==> src/rtl/logic_pod_ram_writer.sv <==
// Drains one address plus two 256-bit data words per burst from the pod FIFOs
// and issues them as a single DRAM write command with a two-beat data burst.
module logic_pod_ram_writer #(
    parameter int STALL_LIMIT = 1023
) (
    input  logic         clk_ram,
    input  logic         rst_n,
    input  logic         addr_fifo_empty,
    output logic         addr_fifo_rd_en,
    input  logic [28:0]  addr_fifo_rd_data,
    input  logic [8:0]   data_fifo_rd_size,
    output logic         data_fifo_rd_en,
    input  logic [255:0] data_fifo_rd_data,
    output logic         app_en,
    output logic [2:0]   app_cmd,
    output logic [28:0]  app_addr,
    input  logic         app_rdy,
    output logic         app_wdf_wren,
    output logic [255:0] app_wdf_data,
    output logic         app_wdf_end,
    output logic [31:0]  app_wdf_mask,
    input  logic         app_wdf_rdy,
    output logic         idle,
    output logic [31:0]  burst_count,
    output logic         stall_err
);
    localparam int DATA_W = 256;
    localparam int CW = (STALL_LIMIT < 2) ? 1 : $clog2(STALL_LIMIT + 1);
    localparam logic [CW-1:0] LIMIT = CW'(STALL_LIMIT);

    typedef enum logic [1:0] {IDLE, FETCH0, FETCH1, ISSUE} state_t;

    state_t            state;
    logic [DATA_W-1:0] beat1;
    logic [CW-1:0]     stall_cnt;
    logic              can_start;
    logic              burst_done;

    // A burst only starts when both the address and both data words are present.
    always_comb begin
        can_start  = !addr_fifo_empty && (data_fifo_rd_size >= 9'd2);
        burst_done = (!app_en || app_rdy) && app_wdf_end && (!app_wdf_wren || app_wdf_rdy);
    end

    assign addr_fifo_rd_en = rst_n && (state == IDLE) && can_start;
    assign data_fifo_rd_en = rst_n && (((state == IDLE) && can_start) || (state == FETCH0));
    assign idle            = (state == IDLE);
    assign app_cmd         = 3'b000;
    assign app_wdf_mask    = 32'd0;

    always_ff @(posedge clk_ram or negedge rst_n) begin
        if (!rst_n) begin
            state        <= IDLE;
            app_en       <= 1'b0;
            app_addr     <= '0;
            app_wdf_wren <= 1'b0;
            app_wdf_data <= '0;
            app_wdf_end  <= 1'b0;
            burst_count  <= '0;
            stall_err    <= 1'b0;
            stall_cnt    <= '0;
        end else begin
            case (state)
                IDLE: begin
                    if (can_start) state <= FETCH0;
                end
                FETCH0: begin
                    // Beat 0 is parked directly in the output data register.
                    app_addr     <= addr_fifo_rd_data;
                    app_wdf_data <= data_fifo_rd_data;
                    state        <= FETCH1;
                end
                FETCH1: begin
                    app_en       <= 1'b1;
                    app_wdf_wren <= 1'b1;
                    app_wdf_end  <= 1'b0;
                    stall_cnt    <= '0;
                    state        <= ISSUE;
                end
                ISSUE: begin
                    if (app_en && app_rdy) app_en <= 1'b0;
                    if (app_wdf_wren && app_wdf_rdy) begin
                        if (!app_wdf_end) begin
                            app_wdf_data <= beat1;
                            app_wdf_end  <= 1'b1;
                        end else begin
                            app_wdf_wren <= 1'b0;
                        end
                    end
                    if (burst_done) begin
                        state        <= IDLE;
                        app_wdf_wren <= 1'b0;
                        app_wdf_end  <= 1'b0;
                        burst_count  <= burst_count + 32'd1;
                    end else if (stall_cnt != LIMIT) begin
                        stall_cnt <= stall_cnt + 1'b1;
                        if (stall_cnt + 1'b1 == LIMIT) stall_err <= 1'b1;
                    end
                end
                default: state <= IDLE;
            endcase
        end
    end

    // Beat 1 holding register carries no reset; it is always loaded before use.
    always_ff @(posedge clk_ram) begin
        if (state == FETCH1) beat1 <= data_fifo_rd_data;
    end

endmodule

==> config.mk <==
export PLATFORM = sky130hd
export DESIGN_NAME = logic_pod_ram_writer
export DESIGN_NICKNAME = d
export VERILOG_FILES = /design/src/rtl/logic_pod_ram_writer.sv
export SDC_FILE = /design/constraint.sdc
export NUM_CORES = 1
export LEC_CHECK = 0
export ABC_AREA = 1
export CELL_PAD_IN_SITES_DETAIL_PLACEMENT = 1
export CELL_PAD_IN_SITES_GLOBAL_PLACEMENT = 1
export CORE_MARGIN = 4
export CORE_UTILIZATION = 34
export CTS_BUF_LIST = sky130_fd_sc_hd__clkbuf_8
export CTS_CLUSTER_DIAMETER = 100
export DETAILED_ROUTE_END_ITERATION = 6
export PLACE_DENSITY = 0.75
export RECOVER_POWER = 100
export SLEW_MARGIN = 20
export SYNTH_ARGS = -nofsm -noshare
export SYNTH_HDL_FRONTEND = slang
export SYNTH_SLANG_ARGS = --single-unit
export TNS_END_PERCENT = 100
==> constraint.sdc <==
create_clock -name clk_ram -period 8.2 [get_ports clk_ram]
set_input_delay 1.23 -clock clk_ram [delete_from_list [all_inputs] [get_ports clk_ram]]
set_output_delay 1.23 -clock clk_ram [all_outputs]
set_load 0.05 [all_outputs]
# --- After elaboration in Yosys (flattened, before gate mapping) ---
# Cells that the tools add are included.
classes:
  addsub: 2
  order_cmp: 1
  n_eq_ne: 14
  muxes: 18
  bitwise: 1
  n_reduce_logical: 26
op_table:
  columns: ["cell", "n"]
  rows:
  - ["2-to-1 mux 256 bit", 2]
  - ["one-hot mux 256 bit (2 select lines)", 1]
  - ["adder 32 x 1 -> 32 bit (second input constant)", 1]
  - ["2-to-1 mux 10 bit", 2]
  - ["one-hot mux 10 bit (2 select lines)", 1]
  - ["!= test 2 bit (second input constant)", 6]
  - ["adder 10 x 1 -> 10 bit (second input constant)", 1]
  - ["== test 10 bit (second input constant)", 1]
  - ["!= test 10 bit (second input constant)", 1]
  - ["greater-or-equal comparator 9 x 2 -> 1 bit (second input constant)", 1]
  - ["logical AND 1 bit", 9]
  - ["AND reduction 3 bit", 3]
  - ["one-hot mux 2 bit (4 select lines)", 1]
  - ["AND reduction 2 bit", 4]
  - ["2-to-1 mux 1 bit", 6]
  - ["!= test 3 bit (second input constant)", 2]
  - ["one-hot mux 1 bit (2 select lines)", 3]
  - ["== test 2 bit (second input constant)", 2]
  - ["2-to-1 mux 2 bit", 2]
  - ["AND reduction 4 bit", 1]
  - ["nonzero test 2 bit", 2]
  - ["zero test 1 bit", 3]
  - ["logical OR 1 bit", 3]
  - ["== test 2 x 1 -> 1 bit (second input constant)", 1]
  - ["other kinds (3)", 3]
totals:
  register_bits: 589
  in_bits: 299
  output_inout_bits: 359
  wordCells: 72

# --- Logic depth before layout (Yosys ltp) ---
# Gate-level depths: netlist (run 1).
depth:
  ltp_word: 6
  mapped_depth: 11
  mapped_depth_nobuf: 11

# --- Worst setup path before layout (run 1) ---
# OpenSTA, ideal clock, no wires.
synth_path:
  path_kind: "reg2reg"
  start: "register state[0]"
  end: "register stall_cnt[0]"
  setup_time_ps: 136
  t_arrival_ps: 7936
  required_ps: 8064
  setup_slack_ps: 128
  path_stages_with_launch: 6
  path_buffers: 0
  synth_period_minus_slack_ps: 8072
  path_cell_list: "dfrtp_1 > inv_1 > ha_1 > nand2_1 > nand2_1 > o21ai_0"
synth_via:
  elab_chain_len: 3
  elab_cells_between_ends: 7
  cone_classes: "eq/ne: 4; mux: 1; reduce/logical: 2"
synth_rtl:
  columns: ["item", "line_no", "rtl"]
  rows:
  - ["start, declared", "33", "state_t state;"]
  - ["start signal, assigned", "53", "state <= IDLE;"]
  - ["start signal, assigned", "65", "if (can_start) state <= FETCH0;"]
  - ["start signal, assigned", "71", "state <= FETCH1;"]
  - ["== test 2 bit", "63", "case (state)"]
  - ["!= test 2 bit (no line) or nonzero test 2 bit (tied branches)", null, null]
  - ["AND reduction 3 bit (no line)", null, null]
  - ["end signal, assigned", "96", "stall_cnt <= stall_cnt + 1'b1;"]
  - ["end, declared", "35", "logic [CW-1:0] stall_cnt;"]
# Several ways; a longest one is shown, not always the timed one.
# A chain may end at the register's enable or synchronous reset.

# --- Worst setup path in the final report (run 1) ---
layout_path:
  start: "register state[0]"
  end: "register beat1[103], enable pin"
layout_via:
  elab_chain_len: 1
layout_rtl:
  columns: ["item", "line_no", "rtl"]
  rows:
  - ["== test 2 bit", "107", "if (state == FETCH1) beat1 <= data_fifo_rd_data;"]
  - ["end signal, assigned", "107", null]
  - ["end, declared", "34", "logic [DATA_W-1:0] beat1;"]
# No other way between the ends.

==> results of run 1 <==
cell type report:
class	instances	area share, %
multi-input cells	1382	19.7
inverters	51	0.620
clock buffers	115	4.93
clock inverters	75	1.28
diodes	29	0.226
repair buffers	639	19.9
well taps	873	3.40
flip-flops and latches	589	49.9
sequential cells by signal, indices dropped and copies added, names as in the netlist:
register,count
app_wdf_data,256
beat1,256
burst_count,32
app_addr,29
stall_cnt,10
state,2
app_en,1
app_wdf_end,1
app_wdf_wren,1
stall_err,1
how the worst max path moves through the flow:
stage	start	to	slack [ns]	cells past startpoint
floorplan	state[0]	stall_cnt[0]	0.13	5
global placement	state[1]	app_wdf_data[39]	3.75	9
detailed placement	state[1]	app_wdf_data[155]	3.62	9
CTS	state[1]	app_wdf_data[154]	3.63	9
global route	state[0]	stall_cnt[7]	1.59	6
finish	state[0]	beat1[103]	2.08	4
cells by family (layout without fill, tap and decap cells):
family                   Yosys count  after routing  synth area share [%]
multiplexers                      29             29                  1.41
adder cells (fa/ha/maj)            7              7                 0.377
AND/OR/NAND/NOR                 1016           1016                  16.8
flip-flops                       589            589                  69.1
AO/OA/AOI/OAI                    276            276                  7.40
other                              1             64                0.0162
buffers and inverters            203            880                  4.21
XOR/XNOR                          19             19                 0.717
routing by layer:
| layer | global-route usage [%] | vias to the layer above | wire, µm |
|---|---|---|---|
| met1 | 23.4 | 9284 | 29100 |
| met3 | 6.37 | 185 | 5280 |
| met5 | 0 | - | 109 |
| li1 | - | 8506 | - |
| met4 | 9.70 | 16 | 3400 |
| met2 | 35.5 | 540 | 38900 |
Yosys cell counts (4+ instances only):
cell type | n | area [µm²]
nor2_1 | 316 | 1190
nand4_1 | 8 | 50.1
buf_1 | 4 | 15.0
a31oi_1 | 256 | 1600
mux2_2 | 29 | 327
xor2_1 | 14 | 123
dfrtp_1 | 333 | 8330
edfxtp_1 | 256 | 7690
nand2_1 | 647 | 2430
ha_1 | 7 | 87.6
inv_1 | 50 | 188
o22ai_1 | 4 | 25.0
xnor2_1 | 5 | 43.8
clkbuf_1 | 56 | 210
buf_4 | 40 | 300
nand3b_1 | 4 | 30.0
nand3_1 | 33 | 165
o21ai_0 | 14 | 70.1
nor3_1 | 7 | 35.0
buf_2 | 52 | 260
stage by stage:
stage | utilization, % | instance area [µm²] | total power [µW] | instances
after floorplan | - | 23300 | 9710 | 2174
after global placement | 44.6 | 30000 | 12000 | 3532
after detailed placement | 44.6 | 30000 | 12300 | 3532
after CTS | 47.5 | 32000 | 14900 | 3722
after global routing | 47.6 | 32100 | 15300 | 3747
final | 47.6 | 32100 | 14500 | 3753
layout by cell type, fill, tap and decap left out, types with 3 or more instances in the layout:
cell               n
nor3_1             7
a31oi_1          256
mux2_2            29
inv_1             98
o22ai_1            4
dfrtp_1          333
nand4_1            8
buf_4              7
clkbuf_8         115
inv_8              3
xnor2_1            5
ha_1               6
dlygate4sd3_1    580
nand3_1           33
clkinv_2          13
xor2_1            14
diode_2           29
clkinv_1           5
edfxtp_1         256
conb_1            35
clkbuf_1           6
nand2_1          647
o21ai_0           15
nor2_1           316
clkdlybuf4s50_1   40
nand3b_1           4
where the power goes:
part / internal, µW / total (µW) / switching [µW]
Sequential: 4370 / 4870 / 500
Combinational: 1880 / 6990 / 5110
Clock: 1360 / 2600 / 1240
Total: 7610 / 14500 / 6850
worst max-delay path, cell delays in order, from the launching register on:
cell and delay [ns]:
dfrtp_1 0.42, inv_1 0.12, ha_1 2.03, clkbuf_1 2.07
buf_4 0.97
==> impl_metrics.csv, run 1 <==
group,metric,value,unit
status,outcome,"finished, violations left",
status,violations,"max-capacitance violations, max-slew violations",
worst_setup_path,critPathArrivalTime,6.38,ns
route,wl_per_cell,20.5,µm
worst_hold_path,holdPathEnd,"stall_err",
worst_setup_path,rrSetupSlack,2.08,ns
synth,netlist_area,23200,µm²
global_routing,overflow,0,
synth,ys_ff_latch,589,
timing,whs,0.478,ns
worst_hold_path,min_from,"stall_err",
clocking,ctsHoldBuffers,0,
clocking,cts-resized-gates,0,
timing,post-route-period-util,74.7,%
route,first_pass_iters,5,
finish,fill_cells,7353,
route,vias,18531,
worst_hold_path,hold_path.class,"flip-flop to flip-flop",
die,die-height,269,µm
timing,setup_ws,2.08,ns
job,max_cap_violations,9,
die,placementRows,95,
clocking,post_cts_buffers,0,
global_routing,antenna_found_initial,42,
timing,timing.slew.headroom,-148,%
power,vdd_drop_max,330,µV
synth,ys.flop_type,"dfrtp_1",
timing,setup_tns,0,ns
route,ant_nets,0,
timing,finalSetupViolations,0,
die,ios,658,
finish,multi_input_comb_area,6330,µm²
timing,grt_setup_unrepaired,"false",
finish,synthToLayoutAreaGrowth,38.3,%
die,die_w,269,µm
worst_setup_path,r2r_cells,4,
placed_design,routabilityCongestion,0.808,
route,initialDrtViolationCount,976,
timing,worst_pin_slew,3.71,ns
finish,drive_above_1_share,6.38,%
placed_design,dp_hpwl,52600,µm
clocking,clk_latency,0.67,ns
timing,finalMaxSlewViolations,558,
die,initial_core_util,34.4,%
synth,syn_inst,2140,
clocking,clockBufferDepth,3,
worst_setup_path,timing.rr.end,"beat1[103]",
timing,fin_worst_skew,0.0426,ns
synth,synth_edf_count,256,
power,powerDensity,450,nW/µm²
global_routing,grt_usage,20.6,%
global_routing,grt_pass1_vias,20310,
placed_design,post-place-ws,3.62,ns
route,drcViolationCount,0,
die,coreArea,67400,µm²
synth,synth-seq-area-share,69.1,%
timing,hold_viol,0,
timing,fmax,0.163,GHz
worst_hold_path,min_path_cells,2,
worst_setup_path,cp-end-kind,"flip-flop",
finish,finalNetCount,3071,
finish,ff_latch_area,16000,µm²
synth,syn_area_per_cell,10.8,µm²
synth,yosysWarningCount,0,
synth,synth_cell_types,25,
clocking,clock-sinks,589,
clocking,clkTransAtPathRegs,0.06,ns
clocking,htreeDepth,3,
die,die_area,72500,µm²
worst_setup_path,start_kind,"flip-flop",
clocking,root_buffer,"clkbuf_8",
route,drt-vias-per-instance,4.94,
synth,async_reset_ff_share,56.5,%
timing,fin_crit,6.12,ns
clocking,tritoncts,"yes",
worst_setup_path,crit_required,8.45,ns
worst_setup_path,worst-setup-path-type,"flip-flop to flip-flop",
global_routing,grt_max_degree,237,
placed_design,io_buffer_count,621,
worst_setup_path,r2r_start,"state[0]",
route,routed_wl,76800,µm
global_routing,grt_pass1_wl,119000,µm
clocking,cts-buffers-inserted,102,
worst_setup_path,cp_max_fo,63,
power,p_leak,0.0128,µW
Note: power is estimated with default switching activity, not from simulation.
==> inputs of run 2 (changes only) <==
==> constraint.sdc (replaced) <==
create_clock -name clk_ram -period 5.5 [get_ports clk_ram]
set_input_delay 0.825 -clock clk_ram [delete_from_list [all_inputs] [get_ports clk_ram]]
set_output_delay 0.825 -clock clk_ram [all_outputs]
set_load 0.05 [all_outputs]
==> impl_metrics.csv, run 2 (same netlist as run 1, synthesis figures left out) <==
group,metric,value,unit
die,die-height,269,µm
route,initialDrtViolationCount,1060,
worst_setup_path,cp-end-kind,"flip-flop",
global_routing,grt_usage,20.5,%
clocking,htreeDepth,3,
clocking,clkTransAtPathRegs,0.06,ns
timing,post-route-period-util,72.1,%
worst_setup_path,worst-setup-path-type,"flip-flop to flip-flop",
die,ios,658,
timing,fin_crit,3.96,ns
timing,grt_setup_unrepaired,"false",
finish,final_cell_mix,"647 x nand2_1, 581 x dlygate4sd3_1, 333 x dfrtp_1, 316 x nor2_1",
clocking,root_buffer,"clkbuf_8",
finish,synthToLayoutAreaGrowth,39.1,%
worst_setup_path,crit_buf_inv,4,
placed_design,placed_cell_area,30100,µm²
worst_setup_path,start_kind,"flip-flop",
finish,instances_no_fill,3761,
die,placementRows,95,
finish,design_area,32300,µm²
timing,hold_viol,0,
route,vias,18406,
timing,finalMaxSlewViolations,278,
die,die_area,72500,µm²
timing,setup_tns,0,ns
finish,top_regs,"app_wdf_data x256, beat1 x256, burst_count x32",
worst_setup_path,cp_cell_sequence,"inv_1, ha_1, clkbuf_1, nand2_1, o21ai_0, buf_12, buf_16, nor2_1, a31oi_1",
clocking,tritoncts,"yes",
global_routing,grt_max_degree,243,
power,p_total,21700,µW
finish,final_common_cell,"nand2_1",
clocking,cts-resized-gates,0,
worst_setup_path,cp_top_family,"buffers and inverters",
timing,finalSetupViolations,0,
finish,drive_above_1_share,6.45,%
timing,fin_worst_skew,0.0417,ns
global_routing,antenna_found_initial,47,
power,vdd_drop_max,609,µV
route,wl_per_cell,20.3,µm
clocking,cts-buffers-inserted,103,
worst_setup_path,slowest_delay,1.23,ns
power,powerDensity,674,nW/µm²
finish,finalNetCount,3070,
timing,worst_pin_slew,2.25,ns
status,outcome,"finished, violations left",
worst_setup_path,cp_max_fo,174,
placed_design,dp_hpwl,51400,µm
job,max_cap_violations,4,
die,die_w,269,µm
global_routing,overflow,0,
worst_setup_path,critPathArrivalTime,4.57,ns
clocking,clock-sinks,589,
worst_setup_path,crit_slowest_cell,"clkbuf_1",
global_routing,grt_pass1_wl,118000,µm
die,coreArea,67400,µm²
status,violations,"max-capacitance violations, max-slew violations",
clocking,clk_latency,0.71,ns
power,p_leak,0.0129,µW
timing,fmax,0.252,GHz
timing,whs,0.457,ns
placed_design,routabilityCongestion,0.820,
die,initial_core_util,34.4,%
route,drt-vias-per-instance,4.89,
route,drcViolationCount,0,
placed_design,io_buffer_count,621,
route,ant_nets,0,
clocking,clockBufferDepth,3,
clocking,post_cts_buffers,0,
timing,timing.slew.headroom,-49.9,%
global_routing,grt_pass1_vias,19961,
worst_hold_path,hold_path.class,"flip-flop to flip-flop",
route,first_pass_iters,5,
worst_setup_path,crit_required,6.11,ns
route,routed_wl,76500,µm
placed_design,dp.cells,3530,
==> run 2: cell count changes in the layout (fill, tap and decap cells not counted), sizes merged <==
cell | previous run | this run
diode | 29 | 34
buf | 11 | 12
clkbuf | 123 | 132
clkinv | 20 | 9
dlygate4sd3 | 580 | 581
inv | 102 | 105
==> run 2: tightest hold or removal path, cell delays in order (launching register included) <==
cell,delay (ns)
dfrtp_1,0.34
inv_1,0.04
nand2_1,0.05
==> run 2: final timing paths <==
| path | from | endpoint | slack, ns | depth (start not counted) |
|---|---|---|---|---|
| worst max-delay path | state[1] | app_wdf_data[158] | 1.54 | 9 |
| worst min-delay path | stall_err | stall_err | 0.46 | 2 |
| worst max register to register | state[1] | app_wdf_data[158] | 1.54 | 9 |
| worst min register to register | stall_err | stall_err | 0.46 | 2 |
| max in group asynchronous | rst_n | app_wdf_data[62] | 2.05 | 4 |
| min in group asynchronous | rst_n | app_addr[4] | 0.65 | 2 |
==> run 2: metal layers <==
layer / track usage (%) / routed length, µm
met5: 0.132 / 128
met2: 35.8 / 39200
met1: 23.0 / 28800
met4: 9.06 / 3040
met3: 6.75 / 5290
==> run 2: per-stage QoR <==
stage	util (%)	worst slack (ns)
finish	47.9	1.54
global route	47.9	1.23
CTS	47.8	1.73
detailed placement	44.6	2.00
global placement	44.6	2.13
floorplan	-	0.631
==> run 2: layout make-up <==
type                    count  area [µm²]
repair buffers            637        6420
multi-input cells        1382        6330
flip-flops and latches    589       16000
inverters                  51         199
clock buffers             128        1760
fillers                  7338       35100
clock inverters            67         369
well taps                 873        1090
diodes                     34        85.1
==> run 2: where the power goes <==
group          total [µW]  switching, µW  internal, µW  leakage [µW]
combinational       10400           7620          2800       0.00550
sequential           7250            751          6500       0.00616
clock                4070           1870          2200       0.00128
==> run 2: repair_timing <==
action	4_1_cts	5_1_grt
hold buffers	1	0
endpoints found under the hold margin	26	0
setup endpoints to repair	0	0
==> inputs of run 3 (changes only) <==
--- a/config.mk
+++ b/config.mk
@@ -9,11 +9,11 @@
 export CELL_PAD_IN_SITES_DETAIL_PLACEMENT = 1
 export CELL_PAD_IN_SITES_GLOBAL_PLACEMENT = 1
 export CORE_MARGIN = 4
-export CORE_UTILIZATION = 34
+export CORE_UTILIZATION = 38
 export CTS_BUF_LIST = sky130_fd_sc_hd__clkbuf_8
 export CTS_CLUSTER_DIAMETER = 100
 export DETAILED_ROUTE_END_ITERATION = 6
-export PLACE_DENSITY = 0.75
+export PLACE_DENSITY = 0.79
 export RECOVER_POWER = 100
 export SLEW_MARGIN = 20
 export SYNTH_ARGS = -nofsm -noshare
==> constraint.sdc (replaced) <==
create_clock -name clk_ram -period 4.1 [get_ports clk_ram]
set_input_delay 0.615 -clock clk_ram [delete_from_list [all_inputs] [get_ports clk_ram]]
set_output_delay 0.615 -clock clk_ram [all_outputs]
set_load 0.05 [all_outputs]
==> impl_metrics.csv, run 3 (same netlist as run 1, synthesis figures left out) <==
group,metric,value,unit
status,outcome,"finished, violations left",
status,violations,"max-capacitance violations, max-slew violations",
global_routing,overflow,0,
route,drcViolationCount,0,
global_routing,antenna_found_initial,52,
timing,worst_pin_slew,2.08,ns
die,initial_core_util,38.4,%
power,powerDensity,903,nW/µm²
worst_setup_path,crit_required,4.67,ns
worst_setup_path,cp_top_family,"buffers and inverters",
timing,fin_worst_skew,0.0324,ns
timing,post-route-period-util,88.0,%
route,wl_per_cell,20.9,µm
placed_design,routabilityCongestion,0.841,
die,die_area,65100,µm²
placed_design,placed_cell_area,30000,µm²
finish,top_regs,"app_wdf_data x256, beat1 x256, burst_count x32",
clocking,post_cts_buffers,0,
worst_setup_path,slowest_delay,1.49,ns
global_routing,grt_pass1_vias,20226,
clocking,ctsHoldBuffers,1,
worst_setup_path,critPathArrivalTime,4.18,ns
timing,fin_crit,3.61,ns
timing,finalSetupViolations,0,
timing,setup_tns,0,ns
power,p_total,29000,µW
job,max_cap_violations,4,
route,drt-vias-per-instance,5.04,
finish,finalNetCount,3070,
finish,final_common_cell,"nand2_1",
worst_setup_path,crit_slowest_cell,"clkbuf_4",
worst_setup_path,cp_cell_sequence,"ha_4, inv_8, clkbuf_4, nand2_1, a31oi_1",
clocking,htreeDepth,3,
placed_design,io_buffer_count,621,
die,coreArea,60400,µm²
placed_design,post-place-ws,1.08,ns
global_routing,grt_pass1_wl,116000,µm
die,ios,658,
timing,fmax,0.277,GHz
clocking,clkTransAtPathRegs,0.06,ns
timing,finalMaxSlewViolations,323,
finish,synthToLayoutAreaGrowth,38.5,%
timing,hold_viol,0,
finish,drive_above_1_share,6.73,%
finish,design_area,32100,µm²
global_routing,grt_usage,22.8,%
clocking,cts-resized-gates,0,
timing,grt_setup_unrepaired,"false",
clocking,clockBufferDepth,3,
worst_setup_path,worst-setup-path-type,"flip-flop to flip-flop",
clocking,root_buffer,"clkbuf_8",
placed_design,dp_hpwl,52300,µm
power,vdd_drop_max,540,µV
worst_setup_path,cp_max_fo,160,
die,die_w,255,µm
clocking,clk_latency,0.68,ns
timing,setup_ws,0.490,ns
worst_setup_path,cp-end-kind,"flip-flop",
die,die-height,255,µm
worst_setup_path,crit_buf_inv,2,
global_routing,grt_max_degree,161,
finish,final_cell_mix,"647 x nand2_1, 581 x dlygate4sd3_1, 333 x dfrtp_1, 316 x nor2_1",
power,p_leak,0.0129,µW
worst_setup_path,rrSetupSlack,0.49,ns
route,vias,18585,
clocking,cts-buffers-inserted,99,
clocking,clock-sinks,589,
timing,timing.slew.headroom,-39.0,%
worst_hold_path,hold_path.class,"input port to async pin",
route,initialDrtViolationCount,1071,
route,ant_nets,0,
clocking,tritoncts,"yes",
worst_setup_path,start_kind,"flip-flop",
route,first_pass_iters,5,
die,placementRows,90,
route,routed_wl,77200,µm
run 3: cell count changes in the layout (fill, tap and decap cells not counted), moves of 3 or more:
cell	change
diode_2	+18
clkinv_2	+4
clkbuf_2	+4
inv_6	+3
buf_4	-3
clkbuf_4	+3
inv_1	-10
clkbuf_8	+3
run 3: stage by stage:
stage	utilization (%)	hold slack (ns)	cells
3_5_place_dp	49.8	0.469	3444
3_3_place_gp	49.8	0.451	3444
5_1_grt	53.2	0.355	3664
6_report	53.3	0.417	3685
2_1_floorplan	-	0.319	2174
4_1_cts	53.2	0.339	3633
run 3: where the power goes:
group / leakage, µW / internal, µW / switching (µW)
logic: 0.00551 / 3770 / 10300
clock network: 0.00123 / 2870 / 2440
registers: 0.00616 / 8690 / 1000
total: 0.0129 / 15300 / 13700
run 3: per-layer routing:
| layer | vias up | part of all wire, % | track usage, % |
|---|---|---|---|
| met5 | - | 0.12 | 0 |
| li1 | 8541 | - | - |
| met4 | 16 | 4.8 | 12.2 |
| met2 | 576 | 51 | 38.9 |
| met3 | 204 | 7.1 | 7.34 |
| met1 | 9248 | 37 | 25.5 |
run 3: worst paths after layout:
| path | start | endpoint | cells past startpoint |
|---|---|---|---|
| worst max register to register | state[1] | app_wdf_data[148] | 5 |
| min in group clk_ram | stall_err | stall_err | 2 |
| worst max-delay path | state[1] | app_wdf_data[148] | 5 |
| worst min register to register | stall_err | stall_err | 2 |
| worst min-delay path | rst_n | app_wdf_data[89] | 2 |
| max in group asynchronous | rst_n | stall_err | 4 |
run 3: area by class of cell:
| class | instances | area, µm² |
|---|---|---|
| diodes | 52 | 130 |
| fillers | 6463 | 28200 |
| clock buffers | 131 | 1800 |
| flip-flops and latches | 589 | 16000 |
| multi-input cells | 1382 | 6330 |
| well taps | 782 | 978 |
| repair buffers | 641 | 6420 |
| clock inverters | 57 | 262 |
| inverters | 51 | 199 |
